--- config.mk ---
export PLATFORM = sky130hd
export DESIGN_NAME = ts_win_sched
export DESIGN_NICKNAME = d
export VERILOG_FILES = /design/src/rtl/ts_win_sched.sv
export SDC_FILE = /design/constraint.sdc
export NUM_CORES = 1
export LEC_CHECK = 0
export BUFFER_PORTS_ARGS = -buffer_cell sky130_fd_sc_hd__buf_4
export CORE_ASPECT_RATIO = 0.9
export CORE_MARGIN = 4
export CORE_UTILIZATION = 50
export DETAILED_ROUTE_END_ITERATION = 12
export PLACE_DENSITY = 0.72
export RECOVER_POWER = 25
export SLEW_MARGIN = 20
export SYNTH_ARGS = -nofsm -noshare
export SYNTH_HDL_FRONTEND = slang
export SYNTH_SLANG_ARGS = --single-unit
--- constraint.sdc ---
create_clock -name i_clk -period 3.49 [get_ports i_clk]
set_input_delay 0.698 -clock i_clk [delete_from_list [all_inputs] [get_ports i_clk]]
set_output_delay 0.698 -clock i_clk [all_outputs]
set_load 0.01 [all_outputs]
--- src/rtl/ts_win_sched.sv ---
// Time-slot window scheduler: counts LDPC info bits and codewords per frame and
// raises ts0_win for the first ts0_ncw codewords, then ts1_win for the next ts1_ncw.
module ts_win_sched #(
    parameter int BIT_W = 13,
    parameter int NCW_W = 8
) (
    input  logic             i_clk,
    input  logic             i_reset,
    input  logic             i_frame_start,
    input  logic             i_ldpc_rate,
    input  logic [NCW_W-1:0] i_ts0_ncw,
    input  logic [NCW_W-1:0] i_ts1_ncw,
    input  logic             i_ldpc_en_out,
    output logic             o_ts0_win,
    output logic             o_ts1_win,
    output logic             o_busy,
    output logic [NCW_W-1:0] o_cw_idx,
    output logic             o_sched_done,
    output logic             o_err_ovr,
    output logic             o_err_stray
);

    typedef enum logic [1:0] {IDLE, TS0, TS1} state_t;

    state_t           r_state;
    logic             r_rate;
    logic [NCW_W-1:0] r_ts0_ncw;
    logic [NCW_W-1:0] r_ts1_ncw;
    logic [BIT_W-1:0] r_bit_cnt;
    logic [NCW_W-1:0] r_cw_idx;
    logic             r_sched_done;
    logic             r_err_ovr;
    logic             r_err_stray;

    logic [BIT_W-1:0] w_kmax;
    logic [NCW_W-1:0] w_ncw;
    logic             w_last_bit;
    logic             w_last_cw;

    assign w_kmax     = r_rate ? BIT_W'(6911) : BIT_W'(4607);
    assign w_ncw      = (r_state == TS1) ? r_ts1_ncw : r_ts0_ncw;
    assign w_last_bit = (r_bit_cnt == w_kmax);
    // w_ncw is never 0 while in TS0/TS1, so the subtraction cannot wrap there
    assign w_last_cw  = (r_cw_idx == w_ncw - NCW_W'(1));

    always_ff @(posedge i_clk) begin
        if (i_reset) begin
            r_state      <= IDLE;
            r_rate       <= 1'b0;
            r_ts0_ncw    <= '0;
            r_ts1_ncw    <= '0;
            r_bit_cnt    <= '0;
            r_cw_idx     <= '0;
            r_sched_done <= 1'b0;
            r_err_ovr    <= 1'b0;
            r_err_stray  <= 1'b0;
        end else begin
            r_sched_done <= 1'b0;
            r_err_ovr    <= 1'b0;
            r_err_stray  <= 1'b0;
            case (r_state)
                IDLE: begin
                    r_bit_cnt   <= '0;
                    r_cw_idx    <= '0;
                    r_err_stray <= i_ldpc_en_out;
                    if (i_frame_start) begin
                        r_rate    <= i_ldpc_rate;
                        r_ts0_ncw <= i_ts0_ncw;
                        r_ts1_ncw <= i_ts1_ncw;
                        if (i_ts0_ncw != '0)      r_state <= TS0;
                        else if (i_ts1_ncw != '0) r_state <= TS1;
                        else                      r_sched_done <= 1'b1;
                    end
                end
                TS0, TS1: begin
                    r_err_ovr <= i_frame_start;
                    if (i_ldpc_en_out) begin
                        if (w_last_bit) begin
                            r_bit_cnt <= '0;
                            if (w_last_cw) begin
                                r_cw_idx <= '0;
                                if (r_state == TS0 && r_ts1_ncw != '0) begin
                                    r_state <= TS1;
                                end else begin
                                    r_state      <= IDLE;
                                    r_sched_done <= 1'b1;
                                end
                            end else begin
                                r_cw_idx <= r_cw_idx + NCW_W'(1);
                            end
                        end else begin
                            r_bit_cnt <= r_bit_cnt + BIT_W'(1);
                        end
                    end
                end
                default: r_state <= IDLE;
            endcase
        end
    end

    assign o_ts0_win    = (r_state == TS0);
    assign o_ts1_win    = (r_state == TS1);
    assign o_busy       = (r_state != IDLE);
    assign o_cw_idx     = r_cw_idx;
    assign o_sched_done = r_sched_done;
    assign o_err_ovr    = r_err_ovr;
    assign o_err_stray  = r_err_stray;

endmodule
**Word level (Yosys, flattened, before mapping)**

Index checks and enable logic that the tools add are counted.

- Input port bits: 21
- Word-level logic and storage cells: 62
- Bits in registers: 43
- Output and inout bits: 14

- Bitwise operators: 2
- Equality and inequality tests: 9
- Reductions and logical operators: 14
- Add/sub/neg operators: 3
- Muxes and demuxes: 25

Operator list:

| cell | count |
|---|---|
| $mux W8 | 4 |
| $mux W13 | 2 |
| $pmux W13 S2 | 1 |
| $reduce_bool A8 Y1 | 3 |
| $pmux W8 S2 | 1 |
| $mux W2 | 7 |
| $add A13 B1 Y13 const B | 1 |
| $eq A13 B13 Y1 | 1 |
| $mux W12 | 1 |
| $add A8 B1 Y8 const B | 1 |
| $eq A8 B8 Y1 | 1 |
| $ne A2 B2 Y1 const B | 4 |
| $sub A8 B1 Y8 const B | 1 |
| $mux W1 | 7 |
| $reduce_or A2 Y1 | 3 |
| $reduce_and A5 Y1 | 1 |
| $pmux W2 S2 | 1 |
| $reduce_and A2 Y1 | 2 |
| $reduce_bool A2 Y1 | 2 |
| $ne A3 B3 Y1 const B | 1 |
| $reduce_and A3 Y1 | 1 |
| $eq A2 B1 Y1 const B | 1 |
| $eq A2 B2 Y1 const B | 1 |
| $logic_not A2 Y1 | 1 |
| 3 further kinds | 4 |

**Depth between registers and ports, before layout**

- Depth in word-level cells: 8
- Mapped depth: 13
- Mapped depth without buffers: 11

**Worst setup path after synthesis**

OpenSTA, ideal clock, no wires.

- Path kind: register to register
- From: register r_state[0]
- To: register r_state[0]
- Library setup time: 70 ps
- Period minus slack after synthesis: 2,779 ps
- Data required time: 3,420 ps
- Path slack: 711 ps
- Cell stages (with the launch flop): 14
- Buffers on the path: 2
- Data arrival time: 2,709 ps
- Cell sequence: dfxtp_1 -> inv_1 -> ha_1 -> buf_6 -> buf_12 -> mux2i_1 -> ha_1 -> xnor2_1 -> xnor2_1 -> nand3_1 -> nor3_4 -> a31oi_4 -> or4_1 -> a21oi_1

- Cells in the longest elaborated chain, start to end: 6
- Elaborated cells between the ends (all ways): 14
- Those cells by class: add/sub: 1; eq/ne: 8; mux: 2; reduce/logical: 3

Ends and longest elaborated chain:

| element | RTL line | RTL |
|---|---|---|
| start: declaration | 25 | `state_t r_state;` |
| start signal: assignment | 48 | `r_state <= IDLE;` |
| start signal: assignment | 70 | `if (i_ts0_ncw != '0) r_state <= TS0;` |
| start signal: assignment | 71 | `else if (i_ts1_ncw != '0) r_state <= TS1;` |
| $eq A2 B2 Y1 (*) | -- |  |
| net o_ts1_win | 15 | `output logic o_ts1_win,` |
| $mux W8 | 41 | `assign w_ncw = (r_state == TS1) ? r_ts1_ncw : r_ts0_ncw;` |
| $sub A8 B1 Y8 | 44 | `assign w_last_cw = (r_cw_idx == w_ncw - NCW_W'(1));` |
| $eq A8 B8 Y1 | 44 |  |
| $ne A2 B2 Y1 (no source line) | -- |  |
| $reduce_and A5 Y1 (no source line) | -- |  |

Mark *: on every way through the listed nets, which the timed path passes. The rest lies on a longest branch.
A chain may end at the register's enable or synchronous reset.

**Worst setup path after layout**

- From: register r_state[0]
- To: register r_state[0]

- Cells in the longest elaborated chain, start to end: 6
- Elaborated cells between the ends (all ways): 14
- Those cells by class: add/sub: 1; eq/ne: 8; mux: 2; reduce/logical: 3

Ends and longest elaborated chain:

| element | RTL line |
|---|---|
| $eq A2 B2 Y1 | 41, 61 |
| $mux W8 | 41 |
| $sub A8 B1 Y8 | 44 |
| $eq A8 B8 Y1 | 44 |
| $ne A2 B2 Y1 (no source line) | -- |
| $reduce_and A5 Y1 (no source line) | -- |

Parallel ways exist; a longest one is shown, timed or not.

==> results by stage <==
Die:
- The I/O pin total is 35.
- The vertical extent of the die is 72.15 µm.
- The area of the core is 4432 µm².
- The width of the die is 79.28 µm.
- The row count is 23.
- The effective utilization at floorplan is 51.58%.
- The die outline area is 5719 µm².

Drt:
- The total vias in the final route is 1967.
- After detailed routing, the average wire length per cell comes to 13.70 µm.
- The initial DRC count is 100.
- In the routed design, unresolved DRC markers number 0.
- The first detailed-routing pass took 4 iterations.
- The routed design has 5095 µm of wire.
- The post-route antenna net violation count is 0.
- After detailed routing, the number of vias per cell comes to 5.288.

Yosys:
- For this run, the leading register cell type out of synthesis is sky130_fd_sc_hd__dfxtp_1.
- Synthesis inferred 43 register bits.
- The share of flip-flops with an asynchronous set or reset is 0%.
- The sequential element share of the synthesized area is 37.66%.
- The largest area contributor in the synthesized netlist is sky130_fd_sc_hd__dfxtp_1.
- The warning count from the yosys run is 0.
- The share of Yosys cell area claimed by the top area cell type is 37.66%.
- The count of unique library cells instantiated by Yosys is 45.
- The cell area that synthesis handed to floorplanning was 2286 µm².
- When the netlist entered floorplanning its net count stood at 305.
- The cell count after synthesis is 277.
- In this run, synthesis inferred 0 flip-flops with an integrated enable.
- Yosys attributes the largest share of cell area to sky130_fd_sc_hd__dfxtp_1, sky130_fd_sc_hd__nand2_1, sky130_fd_sc_hd__xnor2_1, sky130_fd_sc_hd__a21oi_1, sky130_fd_sc_hd__nor2_1.
- The mean area per synthesized cell is 8.252 µm².

Power and ir drop:
- In this run the power density over the cells is 558.7 nW/µm².
- The maximum vdd ir drop is 0.0004411 V.
- The leakage power total is 0.9325 nW.

Finish:
- Cells with a size suffix above 1 make up 11.61% of the layout.
- The utilization after layout is 59.26%.
- The net total in the final layout is 338.
- Leaving out fill and tap cells, the most frequent cell in the layout is sky130_fd_sc_hd__nand2_1.
- The count of antenna diodes in the layout is 0.
- Leaving out fill and tap cells, the most frequent cells in the layout are sky130_fd_sc_hd__nand2_1, sky130_fd_sc_hd__dfxtp_1, sky130_fd_sc_hd__nor2_1, sky130_fd_sc_hd__a21oi_1, sky130_fd_sc_hd__buf_4.
- Compared with the post-synthesis result, the final layout area differs by 14.89%.
- The final cell area excluding filler cells is 2626 µm².
- The number of standard cells in the final layout excluding fillers is 372.

Setup path:
- The critical path arrival is 3130 ps.
- The worst-path maximum fanout is 10.
- For the worst setup path, the data required time is 3720 ps.
- The critical path is of the reg2reg type.
- The nature of the critical path endpoint is a flop.
- The worst-case reg-to-reg path depth is 12.
- The endpoint of the worst register-to-register path is r_state[0]$_SDFFE_PP0P_.
- For flop-to-flop paths, the worst setup slack is 580 ps.
- STA classifies the critical path startpoint as a flop.
- The startpoint of the worst-slack reg-to-reg timing path is r_state[0]$_SDFFE_PP0P_.

Clock tree:
- The TritonCTS clock tree is yes.
- After clock tree synthesis, the clock-pin slew on the worst setup and hold paths is 80 ps.
- The number of hold buffers added after cts is 0.
- The longest clock path from root to sink contains 2 buffers.
- The later-pin clock latency in the skew report is 290 ps.
- The H-tree level count is 2.
- The number of buffers inserted by post-CTS setup repair is 0.
- The TritonCTS buffer count is 5.
- The post-cts gate resize count is 0.
- The root buffer cell is sky130_fd_sc_hd__clkbuf_8.
- The TritonCTS sink count is 43.

STA:
- For the final routed database, the setup TNS stands at 0 ps.
- Headroom to the max-slew limit came out at 33.74%.
- The final critical path takes up 83.33% of the cycle.
- The upper clock frequency limit is 343.9 MHz.
- The number of hold violations in the final report is 0.
- The max-slew violation count is 0.
- Setup violations remaining at the end of the flow were counted as 0.
- The minimum clock period is 2908 ps.
- Setup repair after global routing left no endpoint under its margin.
- Between clock sinks in the finished design, the worst skew comes to 4.395 ps.
- For the pin with the worst max-slew slack, the measured transition is 990.2 ps.
- Once routing completed, OpenROAD measured the worst setup slack at 581.9 ps.

Worst hold path:
- The startpoint identified for the worst hold timing path is r_ts0_ncw[6]$_SDFFE_PP0P_.
- The hold-critical path endpoint is r_ts0_ncw[6]$_SDFFE_PP0P_.
- The worst hold path was traced through 2 stages.
- In this run the worst hold path is classified as reg2reg.

Global routing:
- The wire length of the first global-routing pass is 8535 µm.
- The layer with the highest usage after global routing is met1.
- The met3 track demand over resource in global routing is 4.839%.
- The via count of the first global-routing pass is 1792.
- The total congestion overflow after global routing is 0.
- The initial antenna violation count is 0.
- The met1 demand-to-capacity share in global routing is 27.56%.
- Entering global routing, the biggest net connects 29 pins.
- The total global routing track utilization is 18.80%.
- For this run, global-route usage on met2 was measured as 27.48%.

Place:
- The number of buffer cells added on primary ports is 34.
- After detailed placement, the design holds a cell count of 365.
- At the placement stage, the worst setup path has a slack of 613.1 ps.
- The instance area at placement is 2569 µm².
- The congestion estimate from routability-driven global placement came to 0.8586.
- The wire-length estimate of the detail-placed layout is 3890 µm.

Job:
- The tool flagged a number of max-cap violations equal to 0.

Run status:
- The run finished with clean final reports.
-- sequential cells by signal (all words and copies together), names as in the netlist --
signal,flops
o_cw_idx,8
r_rate,1
r_bit_cnt,13
o_sched_done,1
o_err_stray,1
r_ts1_ncw,8
r_ts0_ncw,8
r_state,2
o_err_ovr,1
-- area by class of cell --
| cell class | instances | area, µm² |
|---|---|---|
| timing repair buffer | 35 | 217.7 |
| fill | 447 | 1805 |
| inverter | 10 | 37.54 |
| clock buffer | 6 | 72.57 |
| clock inverter | 1 | 30.03 |
| sequential | 43 | 860.8 |
| multi-input combinational | 215 | 1330 |
| tap | 62 | 77.57 |
-- how the worst max path moves through the flow --
stage | startpoint | endpoint | slack (ps) | depth (start not counted)
floorplan | r_state[0]$_SDFFE_PP0P_ | r_state[0]$_SDFFE_PP0P_ | 710 | 13
global placement | r_state[0]$_SDFFE_PP0P_ | r_state[0]$_SDFFE_PP0P_ | 750 | 12
detailed placement | r_state[0]$_SDFFE_PP0P_ | r_state[0]$_SDFFE_PP0P_ | 610 | 12
CTS | r_state[0]$_SDFFE_PP0P_ | r_state[0]$_SDFFE_PP0P_ | 590 | 12
global route | r_state[0]$_SDFFE_PP0P_ | r_state[0]$_SDFFE_PP0P_ | 380 | 10
finish | r_state[0]$_SDFFE_PP0P_ | r_state[0]$_SDFFE_PP0P_ | 580 | 12
-- synthesized netlist by cell type, drive strengths merged, types with 2 or more instances --
cell	n
a21oi	26
a31oi	3
and3	2
buf	2
clkbuf	7
dfxtp	43
ha	7
inv	10
mux2i	9
nand2	50
nand2b	4
nand3	16
nand4	3
nand4b	2
nor2	26
nor3	8
nor4	4
o21ai	5
o22ai	2
o31ai	2
or3	2
or4	3
xnor2	16
xor2	11
-- per-stage QoR --
| step | power [mW] | hold WS [ps] |
|---|---|---|
| after global routing | 1.566 | 496.1 |
| after global placement | 1.106 | 458.9 |
| after CTS | 1.485 | 468.3 |
| after floorplan | 0.9830 | 435.7 |
| after detailed placement | 1.114 | 455.4 |
| final | 1.467 | 468.4 |
-- critical path: stages (launching register included) --
cell,delay [ps]
sky130_fd_sc_hd__dfxtp_1,340
sky130_fd_sc_hd__inv_1,100
sky130_fd_sc_hd__ha_1,270
sky130_fd_sc_hd__buf_4,240
sky130_fd_sc_hd__mux2i_1,220
sky130_fd_sc_hd__ha_1,200
sky130_fd_sc_hd__xnor2_1,140
sky130_fd_sc_hd__xnor2_1,140
sky130_fd_sc_hd__nand3_1,140
sky130_fd_sc_hd__nor3_4,220
sky130_fd_sc_hd__a31oi_4,160
sky130_fd_sc_hd__or4_1,530
sky130_fd_sc_hd__a21oi_1,140
-- power breakdown --
group,internal [mW],switching (mW),leakage [nW],total [mW]
sequential,0.534,0.0446,0.350,0.579
clock,0.210,0.162,0.0513,0.372
combinational,0.192,0.325,0.531,0.517
-- metal layers --
metal / wire length, µm / part of all wire [%] / vias to the layer above
met4: 55 / 1.1 / 0
met2: 2085 / 41 / 43
met5: 0 / 0 / -
met1: 2654 / 52 / 893
met3: 300 / 5.9 / 6
li1: - / - / 1025
-- cells by family (layout without fill, tap and decap cells) --
family	after synthesis	in the layout	share of synthesized area (%)
buffers and inverters	19	52	4.160
multiplexers	9	9	4.105
XOR/XNOR	27	27	10.67
flip-flops	43	43	37.66
AND/OR/NAND/NOR	126	126	26.38
AO/OA/AOI/OAI	46	46	13.19
adder cells (fa/ha/maj)	7	7	3.831
No activity file was read; power rests on OpenSTA's default activity.
